`src/rtl/shift_req_arbiter.sv`:
```
// Two-requester round-robin arbiter sharing one 8-bit rotate datapath, with a
// one-entry registered output stage. Define SHIFT_ARB_STATS_EN for per-requester grant counters.
module shift_req_arbiter #(
  parameter int unsigned W  = 8,
  parameter int unsigned AW = 3
) (
  input  logic          clk,
  input  logic          reset,

  input  logic          req0_valid,
  input  logic [W-1:0]  req0_a,
  input  logic [AW-1:0] req0_amt,
  input  logic          req0_dir,
  output logic          req0_ready,

  input  logic          req1_valid,
  input  logic [W-1:0]  req1_a,
  input  logic [AW-1:0] req1_amt,
  input  logic          req1_dir,
  output logic          req1_ready,

  output logic          rsp_valid,
  output logic [W-1:0]  rsp_data,
  output logic          rsp_id,
  input  logic          rsp_ready
`ifdef SHIFT_ARB_STATS_EN
  ,
  input  logic          stats_clr,
  output logic [7:0]    grant_cnt0,
  output logic [7:0]    grant_cnt1
`endif
);

  logic          rsp_valid_q;
  logic [W-1:0]  rsp_data_q;
  logic          rsp_id_q;
  logic          last_grant_q;

  logic          can_accept;
  logic          grant0;
  logic          grant1;

  logic [W-1:0]  sel_a;
  logic [AW-1:0] sel_amt;
  logic          sel_dir;
  logic [W-1:0]  rot_s1;
  logic [W-1:0]  rot_s2;
  logic [W-1:0]  rot_y;

  // Grants depend only on valids, rsp_ready and state; payloads never reach the readies.
  always_comb begin
    can_accept = !rsp_valid_q | rsp_ready;
    grant0     = can_accept & !reset & req0_valid & (!req1_valid | last_grant_q);
    grant1     = can_accept & !reset & req1_valid & (!req0_valid | !last_grant_q);
  end

  assign req0_ready = grant0;
  assign req1_ready = grant1;

  always_comb begin
    sel_a   = grant1 ? req1_a   : req0_a;
    sel_amt = grant1 ? req1_amt : req0_amt;
    sel_dir = grant1 ? req1_dir : req0_dir;
  end

  // Three-stage log rotator; a rotate by 4 is the same in both directions.
  always_comb begin
    if (sel_amt[0]) begin
      rot_s1 = sel_dir ? {sel_a[0], sel_a[7:1]} : {sel_a[6:0], sel_a[7]};
    end else begin
      rot_s1 = sel_a;
    end
    if (sel_amt[1]) begin
      rot_s2 = sel_dir ? {rot_s1[1:0], rot_s1[7:2]} : {rot_s1[5:0], rot_s1[7:6]};
    end else begin
      rot_s2 = rot_s1;
    end
    rot_y = sel_amt[2] ? {rot_s2[3:0], rot_s2[7:4]} : rot_s2;
  end

  always_ff @(posedge clk) begin
    if (reset) begin
      rsp_valid_q  <= 1'b0;
      rsp_data_q   <= '0;
      rsp_id_q     <= 1'b0;
      last_grant_q <= 1'b1;
    end else if (grant0 || grant1) begin
      rsp_valid_q  <= 1'b1;
      rsp_data_q   <= rot_y;
      rsp_id_q     <= grant1;
      last_grant_q <= grant1;
    end else if (rsp_ready) begin
      rsp_valid_q  <= 1'b0;
    end
  end

  assign rsp_valid = rsp_valid_q;
  assign rsp_data  = rsp_data_q;
  assign rsp_id    = rsp_id_q;

`ifdef SHIFT_ARB_STATS_EN
  logic [7:0] grant_cnt0_q;
  logic [7:0] grant_cnt1_q;

  always_ff @(posedge clk) begin
    if (reset || stats_clr) begin
      grant_cnt0_q <= '0;
      grant_cnt1_q <= '0;
    end else begin
      if (grant0 && grant_cnt0_q != 8'hFF) grant_cnt0_q <= grant_cnt0_q + 8'd1;
      if (grant1 && grant_cnt1_q != 8'hFF) grant_cnt1_q <= grant_cnt1_q + 8'd1;
    end
  end

  assign grant_cnt0 = grant_cnt0_q;
  assign grant_cnt1 = grant_cnt1_q;
`endif

endmodule
```
`config.mk`:
```
export PLATFORM = sky130hd
export DESIGN_NAME = shift_req_arbiter
export DESIGN_NICKNAME = d
export VERILOG_FILES = /design/src/rtl/shift_req_arbiter.sv
export SDC_FILE = /design/constraint.sdc
export NUM_CORES = 1
export LEC_CHECK = 0
export ABC_AREA = 1
export CAP_MARGIN = 20
export CORE_ASPECT_RATIO = 1.2
export CORE_MARGIN = 4
export CORE_UTILIZATION = 30
export DETAILED_ROUTE_END_ITERATION = 8
export SYNTH_ARGS = -nofsm -noshare
export SYNTH_HDL_FRONTEND = slang
export SYNTH_SLANG_ARGS = --single-unit
```
`constraint.sdc`:
```
create_clock -name clk -period 5.5 [get_ports clk]
set_input_delay 1.375 -clock clk [delete_from_list [all_inputs] [get_ports clk]]
set_output_delay 1.375 -clock clk [all_outputs]
set_load 0.1 [all_outputs]
```
# --- Word level (Yosys, flattened, before mapping) ---
# Cells that the tools add are included.
totals:
  elab_cells: 29
  output_inout_bits: 12
  register_bits: 11
  inputBits: 29
op_classes:
  n_reduce_logical: 7
  bitwise: 8
  n_mux: 10
op_table:
  columns: ["op", "count"]
  rows:
  - ["$mux 8", 6]
  - ["$and 1x1->1", 5]
  - ["$logic_not 1->1", 5]
  - ["$mux 1", 3]
  - ["$mux 3", 1]
  - ["$or 1x1->1", 3]
  - ["$reduce_bool 2->1", 1]
  - ["$logic_or 1x1->1", 1]

# --- Depth between registers and ports, before layout ---
# Gate-level depths: netlist of run 1.
logic_depth:
  word_depth: 11
  ltp_mapped: 16
  depth_no_buf: 15

# --- Worst setup path after synthesis of run 1 ---
# OpenSTA, ideal clock, no wires.
synth_timing:
  path_kind: "in2out"
  startpoint: "input rsp_ready"
  endpoint: "output req0_ready"
  arrival_ns: 2.357
  required_ns: 4.125
  path_buffers: 0
  slack_ns: 1.768
  path_stages: 4
  path_cell_list: "inv_1 a21oi_4 nand3_1 inv_1"
synth_between:
  elab_chain_len: 4
synth_rtl:
  columns: ["item", "line_no", "source"]
  rows:
  - ["start: declaration", "25", "input logic rsp_ready"]
  - ["$or 1x1->1", "52", "can_accept = !rsp_valid_q | rsp_ready;"]
  - ["$and 1x1->1 (3 in a row)", "53", "grant0 = can_accept & !reset & req0_valid & (!req1_valid | last_grant_q);"]
  - ["end: declaration", "14", "output logic req0_ready,"]
# Every way passes these cells.

# --- Worst setup path after layout of run 1 ---
layout_timing:
  startpoint: "input reset"
  endpoint: "output req0_ready"
layout_between:
  elab_chain_len: 4
layout_rtl:
  columns: ["item", "line_no", "source"]
  rows:
  - ["start: declaration", "8", "input logic reset,"]
  - ["$logic_not 1->1", "53", null]
  - ["$and 1x1->1 (3 in a row)", "53", null]
# Every way passes these cells.

==> results of run 1 <==
[critical path: cells and delay by family]
kind / cells / cell delay (ps)
buffers and inverters: 3 / 980
AO/OA/AOI/OAI: 1 / 260
AND/OR/NAND/NOR: 1 / 130
[how the worst max path moves through the flow]
stage,startpoint,to,slack [ps]
floorplan,rsp_ready,req0_ready,1770
CTS,reset,req1_ready,1360
global placement,reset,req1_ready,1370
detailed placement,reset,req1_ready,1370
finish,reset,req0_ready,1380
global route,reset,req0_ready,1280
[logic make-up (layout without fill, tap and decap cells)]
kind of cell	after synthesis	count (layout)	share of synthesized area
simple gates	139	139	0.5465
buf+inv	42	82	0.1485
compound gates	21	21	0.1273
flops	11	11	0.1778
[per-stage QoR]
stage	util	hold slack, ps	total power, mW	cells	cell area, sq um
6_report	0.4293	468.7	0.3758	307	1705
5_1_grt	0.4293	480.6	0.4043	307	1705
4_1_cts	0.4293	472.0	0.3815	307	1705
3_5_place_dp	0.4180	461.8	0.3001	303	1660
3_3_place_gp	0.4180	460.2	0.2998	303	1660
2_1_floorplan	-	488.4	0.2488	213	1239
[synthesized netlist by cell type]
library cell / instances
nor2_1: 1
o21ai_0: 4
nand2_1: 68
nand2_2: 3
buf_6: 3
dfxtp_1: 11
nor2_8: 1
buf_4: 1
a21oi_4: 1
nand2_4: 6
a21oi_1: 7
nand3_2: 2
o21bai_1: 5
inv_1: 33
or2_1: 1
o21ai_4: 2
o21ai_2: 1
nand3_1: 57
o211ai_1: 1
inv_2: 5
[cells in the final DEF (no fill, tap or decap), types with 2 or more instances in the layout]
master,netlist,layout
inv_1,33,33
clkdlybuf4s50_1,0,38
o21bai_1,5,5
buf_4,1,2
nand2_1,68,68
nand3_1,57,57
clkbuf_8,0,3
o21ai_0,4,4
nand3_2,2,2
inv_2,5,5
a21oi_1,7,7
nand2_2,3,3
nand2_4,6,6
dfxtp_1,11,11
o21ai_4,2,2
[power groups by stage]
stage                     logic [mW]  registers (mW)  clock network [mW]
after CTS                      0.207          0.0924              0.0819
after floorplan                0.102           0.147                   0
after global placement         0.206          0.0941                   0
after detailed placement       0.206          0.0937                   0
final                          0.206          0.0923              0.0779
after global routing           0.224          0.0934              0.0866
[area by class of cell]
type / count / share of cell area
Multi-Input combinational cell: 160 / 0.4894
Inverter: 38 / 0.08364
Clock buffer: 4 / 0.02641
Sequential cell: 11 / 0.1291
Tap cell: 54 / 0.03962
Timing Repair Buffer: 40 / 0.2318
[state kept, by name, summed over array words and instances, names as in the netlist]
register,count
rsp_id,1
rsp_valid,1
last_grant_q,1
rsp_data,8
[metal layers]
| layer | global-route usage | routed length [um] | up-vias | part of all wire |
|---|---|---|---|---|
| met3 | 0.01288 | 113 | 2 | 0.034 |
| met5 | 0 | 0 | - | 0 |
| met4 | 0.05488 | 19 | 0 | 0.0058 |
| met2 | 0.2222 | 1567 | 31 | 0.48 |
| met1 | 0.1670 | 1586 | 578 | 0.48 |
| li1 | - | - | 762 | - |
==> results.txt, run 1 <==
RSZ-0062 raised after global routing -> no
RR Startpoint -> rsp_valid
Gr usage total -> 0.1316
DP HPWL -> 2691 um
Multi-input gate area -> 834.6 sq um
Storage element area -> 220.2 sq um
Initial antenna violation count -> 0
Slowest cell on the critical path -> clkdlybuf4s50_1
FMAX -> 242.8 MHz
Starting Density -> 0.3118
Std-Cell Rows -> 25
Setup Skew -> 0.9014 ps
Port bufs -> 40
Hold_sp -> rsp_data[1]
Synth cell types -> 20
WL per Instance -> 10.71 um
Post-synthesis cell count -> 213
Later-pin clock latency in the skew report -> 230 ps
WL final -> 3287 um
ANT nets after route -> 0
# IOs -> 41
Combinational fraction of design power -> 0.547
Ranking of synthesized cells by area -> nand3_1, nand2_1, dfxtp_1
Worst-path maximum fanout -> 7
Total negative setup slack -> 0 ps
Fin worst setup slack -> 1381 ps
Number of remaining DRC errors -> 0
Internal power -> 0.2047 mW
Power Density -> 220.4 mW/mm^2
# H-tree levels -> 1
Crit end category -> output port
CTS Buf Count -> 3
Reg2reg setup slack -> 3540 ps
Leading area contributor after synthesis -> nand3_1
Switching power total -> 0.1711 mW
Synth warn -> 0
Max-cap violations -> 0
Post-route minimum period -> 4119 ps
DR vias -> 1,373
Static Leak -> 0.8896 nW
Number of diodes -> 0
Post-Syn Area per Cell -> 5.815 sq um
Top-area cell type share of the netlist area -> 0.2303
Worst path max stage delay -> 560 ps
GPL Wtd Cong -> 0.7730
Hold Path Sink -> rsp_data[1]
Post-synthesis sequential area ratio -> 0.1778
Status -> completed
Die area -> 0.005225 sq mm
Cell area after synthesis -> 0.001239 sq mm
Slew Viols, Final -> 0
Startpoint Class -> input port
Core area -> 0.003973 sq mm
Worst Reg-to-Reg Cells -> 12
Grt total ovfl -> 0
Die Width -> 66.66 um
Tightest Pin Transition -> 975.0 ps
Hold_buf cts -> 0
Final Hold Viols -> 0
Syn Nets -> 242
Synth Register Bits -> 11
Slew Limit Headroom -> 0.3480
Postcts setup bufs -> 0
Clk buf depth -> 2
Worst Hold Path Cells -> 2
Area Growth Syn to Fin -> 37.68%
Largest net degree at the start of global routing -> 17
WP data required -> 4120 ps
Peak VDD IR -> 0.1296 mV
Worst hold-check path type -> register to register
Number of fill cells -> 480
Clock share of power -> 0.207
Critical Path AT -> 2740 ps
First-pass GRT wire length -> 5520 um
Switching share of power -> 0.4553
Share of layout cells above drive strength 1 -> 0.1028
DP Worst Slack -> 1365 ps
Clock transition at path regs -> 50 ps
Final Net Count -> 283
CTS tree -> built
Sequential power share -> 0.246
DRT Pass-1 Iters -> 4
Fin crit share -> 0.7490
Post-CTS sizing -> 0
Vias/cell -> 4.472
CP Class -> input port to output port
Final setup fails -> 0
Clock sinks -> 11
Clock root buffer -> clkbuf_8
Cell chain of the critical path -> clkdlybuf4s50_1, a21oi_4, nand3_1, inv_1, buf_4
1st-iter DRT viols -> 35
Chip Height -> 78.39 um
RR Endpoint -> rsp_data[4]
Number of global-route vias before repair -> 1,292
(Power assumes the default switching activity.)
==> run 2: changes to the inputs <==
==> constraint.sdc (replaced) <==
create_clock -name clk -period 4 [get_ports clk]
set_input_delay 1 -clock clk [delete_from_list [all_inputs] [get_ports clk]]
set_output_delay 1 -clock clk [all_outputs]
set_load 0.1 [all_outputs]
==> run 2 against run 1 <==
Net effect: utilization grew 0.63 points; cell area grew 1.5%; clock power grew 37%; sequential power grew 38%; combinational power grew 39%; die area is the same; power grew 38%; sequential cell count is the same.
==> results.txt, run 2 (same netlist as run 1, synthesis figures left out) <==
Status -> completed
1st-iter DRT viols -> 47 (+34%)
Clock sinks -> 11 (unchanged)
CP Class -> input port to output port
Total negative setup slack -> 0 ps (unchanged)
Number of diodes -> 0 (unchanged)
Slew Limit Headroom -> 0.3476 (-0.0003950)
Hold_buf cts -> 0 (unchanged)
# H-tree levels -> 1 (unchanged)
Static Leak -> 0.8962 nW (+0.75%)
Power Density -> 300.3 mW/mm^2 (+36%)
Setup Skew -> 0.6734 ps (-0.2281 ps)
Commonest non-fill, non-tap cells in the layout -> nand2_1, nand3_1, clkdlybuf4s50_1
DP HPWL -> 2620 um (-2.6%)
Number of global-route vias before repair -> 1,354 (+4.8%)
Crit end category -> output port
Number of remaining DRC errors -> 0 (unchanged)
Slew Viols, Final -> 0 (unchanged)
Tightest Pin Transition -> 975.6 ps (+0.5915 ps)
Die area -> 0.005225 sq mm (unchanged)
Initial antenna violation count -> 0 (unchanged)
WP data required -> 3000 ps (-1120 ps)
FMAX -> 302.1 MHz
Max reg flops -> 8 (unchanged)
Fin cells -> 307 (unchanged)
Commonest non-fill, non-tap cell in the layout -> nand2_1
Vias/cell -> 4.511 (+0.87%)
Clk buf depth -> 2 (unchanged)
Starting Density -> 0.3118 (unchanged)
CTS tree -> built
Worst-path maximum fanout -> 7 (unchanged)
Grt total ovfl -> 0 (unchanged)
Clock root buffer -> clkbuf_8
ANT nets after route -> 0 (unchanged)
WL final -> 3218 um (-2.1%)
WL per Instance -> 10.48 um (-2.1%)
RSZ-0062 raised after global routing -> no
Port bufs -> 40 (unchanged)
Area Growth Syn to Fin -> 39.70%
Gr usage total -> 0.1360 (+0.004436)
Startpoint Class -> input port
Fin crit share -> 0.8276
Largest net degree at the start of global routing -> 17 (unchanged)
Core area -> 0.003973 sq mm (unchanged)
DP Cell Count -> 303 (unchanged)
DR vias -> 1,385 (+0.87%)
Critical Path AT -> 2310 ps (-430 ps)
Post-route minimum period -> 3310 ps
Final Net Count -> 283 (unchanged)
# IOs -> 41 (unchanged)
DRT Pass-1 Iters -> 5 (+1)
Die Width -> 66.66 um (unchanged)
Chip Height -> 78.39 um (unchanged)
Post-CTS sizing -> 0 (unchanged)
GPL Wtd Cong -> 0.7926 (+2.5%)
Max-cap violations -> 0 (unchanged)
Fin worst setup slack -> 689.5 ps (-691.2 ps)
CTS Buf Count -> 3 (unchanged)
Clock transition at path regs -> 50 ps (about the same)
Std-Cell Rows -> 25 (unchanged)
Peak VDD IR -> 0.2051 mV (+58%)
Later-pin clock latency in the skew report -> 230 ps (about the same)
First-pass GRT wire length -> 5775 um (+4.6%)
Worst hold-check path type -> register to register
Final Hold Viols -> 0 (unchanged)
DP Worst Slack -> 691.5 ps (-673.8 ps)
Final setup fails -> 0 (unchanged)
Share of layout cells above drive strength 1 -> 0.1028 (unchanged)
Postcts setup bufs -> 0 (unchanged)
==> run 2: cell counts in the layout (fill, tap and decap cells not counted) <==
No cell type changed its count.
==> run 2: worst paths after layout <==
kind	cells past startpoint	from	to	slack, ps
min	2	rsp_data[6]	rsp_data[6]	470
min reg2reg	2	rsp_data[6]	rsp_data[6]	470
max	5	reset	req0_ready	690
max reg2reg	14	last_grant_q	rsp_data[4]	2050
==> run 2: metal layers <==
metal	global-route usage	vias to the layer above	wire [um]
met5	0	-	0
met4	0.04878	0	41
met3	0.01144	4	117
met2	0.2252	32	1487
met1	0.1811	587	1571
li1	-	762	-
==> run 2: per-stage QoR <==
| stage | cell area [sq um] | total power [mW] | hold WS (ps) | util |
|---|---|---|---|---|
| 3_3_place_gp | 1685 | 0.4159 | 462.9 | 0.4243 |
| 4_1_cts | 1730 | 0.5251 | 469.9 | 0.4356 |
| 6_report | 1730 | 0.5196 | 466.2 | 0.4356 |
| 5_1_grt | 1730 | 0.5581 | 485.4 | 0.4356 |
| 2_1_floorplan | 1239 | 0.3421 | 488.4 | - |
| 3_5_place_dp | 1685 | 0.4151 | 460.0 | 0.4243 |
==> run 2: critical path, stage by stage <==
cell and delay (ps):
clkdlybuf4s50_1 560, a21oi_4 260, nand3_1 130, inv_1 160, buf_12 190
==> run 2: power breakdown <==
group / total [mW] / internal, mW / leakage, nW / switching [mW]
combinational: 0.286 / 0.0938 / 0.783 / 0.192
clock: 0.107 / 0.0696 / 0.0228 / 0.0371
sequential: 0.127 / 0.121 / 0.0908 / 0.00590
==> run 2: area by class of cell <==
class                           instances  area, sq um
Tap cell                               54        67.56
Clock buffer                            4        45.04
Inverter                               38        142.6
Multi-Input combinational cell        160        834.6
Sequential cell                        11        220.2
Timing Repair Buffer                   40        420.4
Fill cell                             416         2242
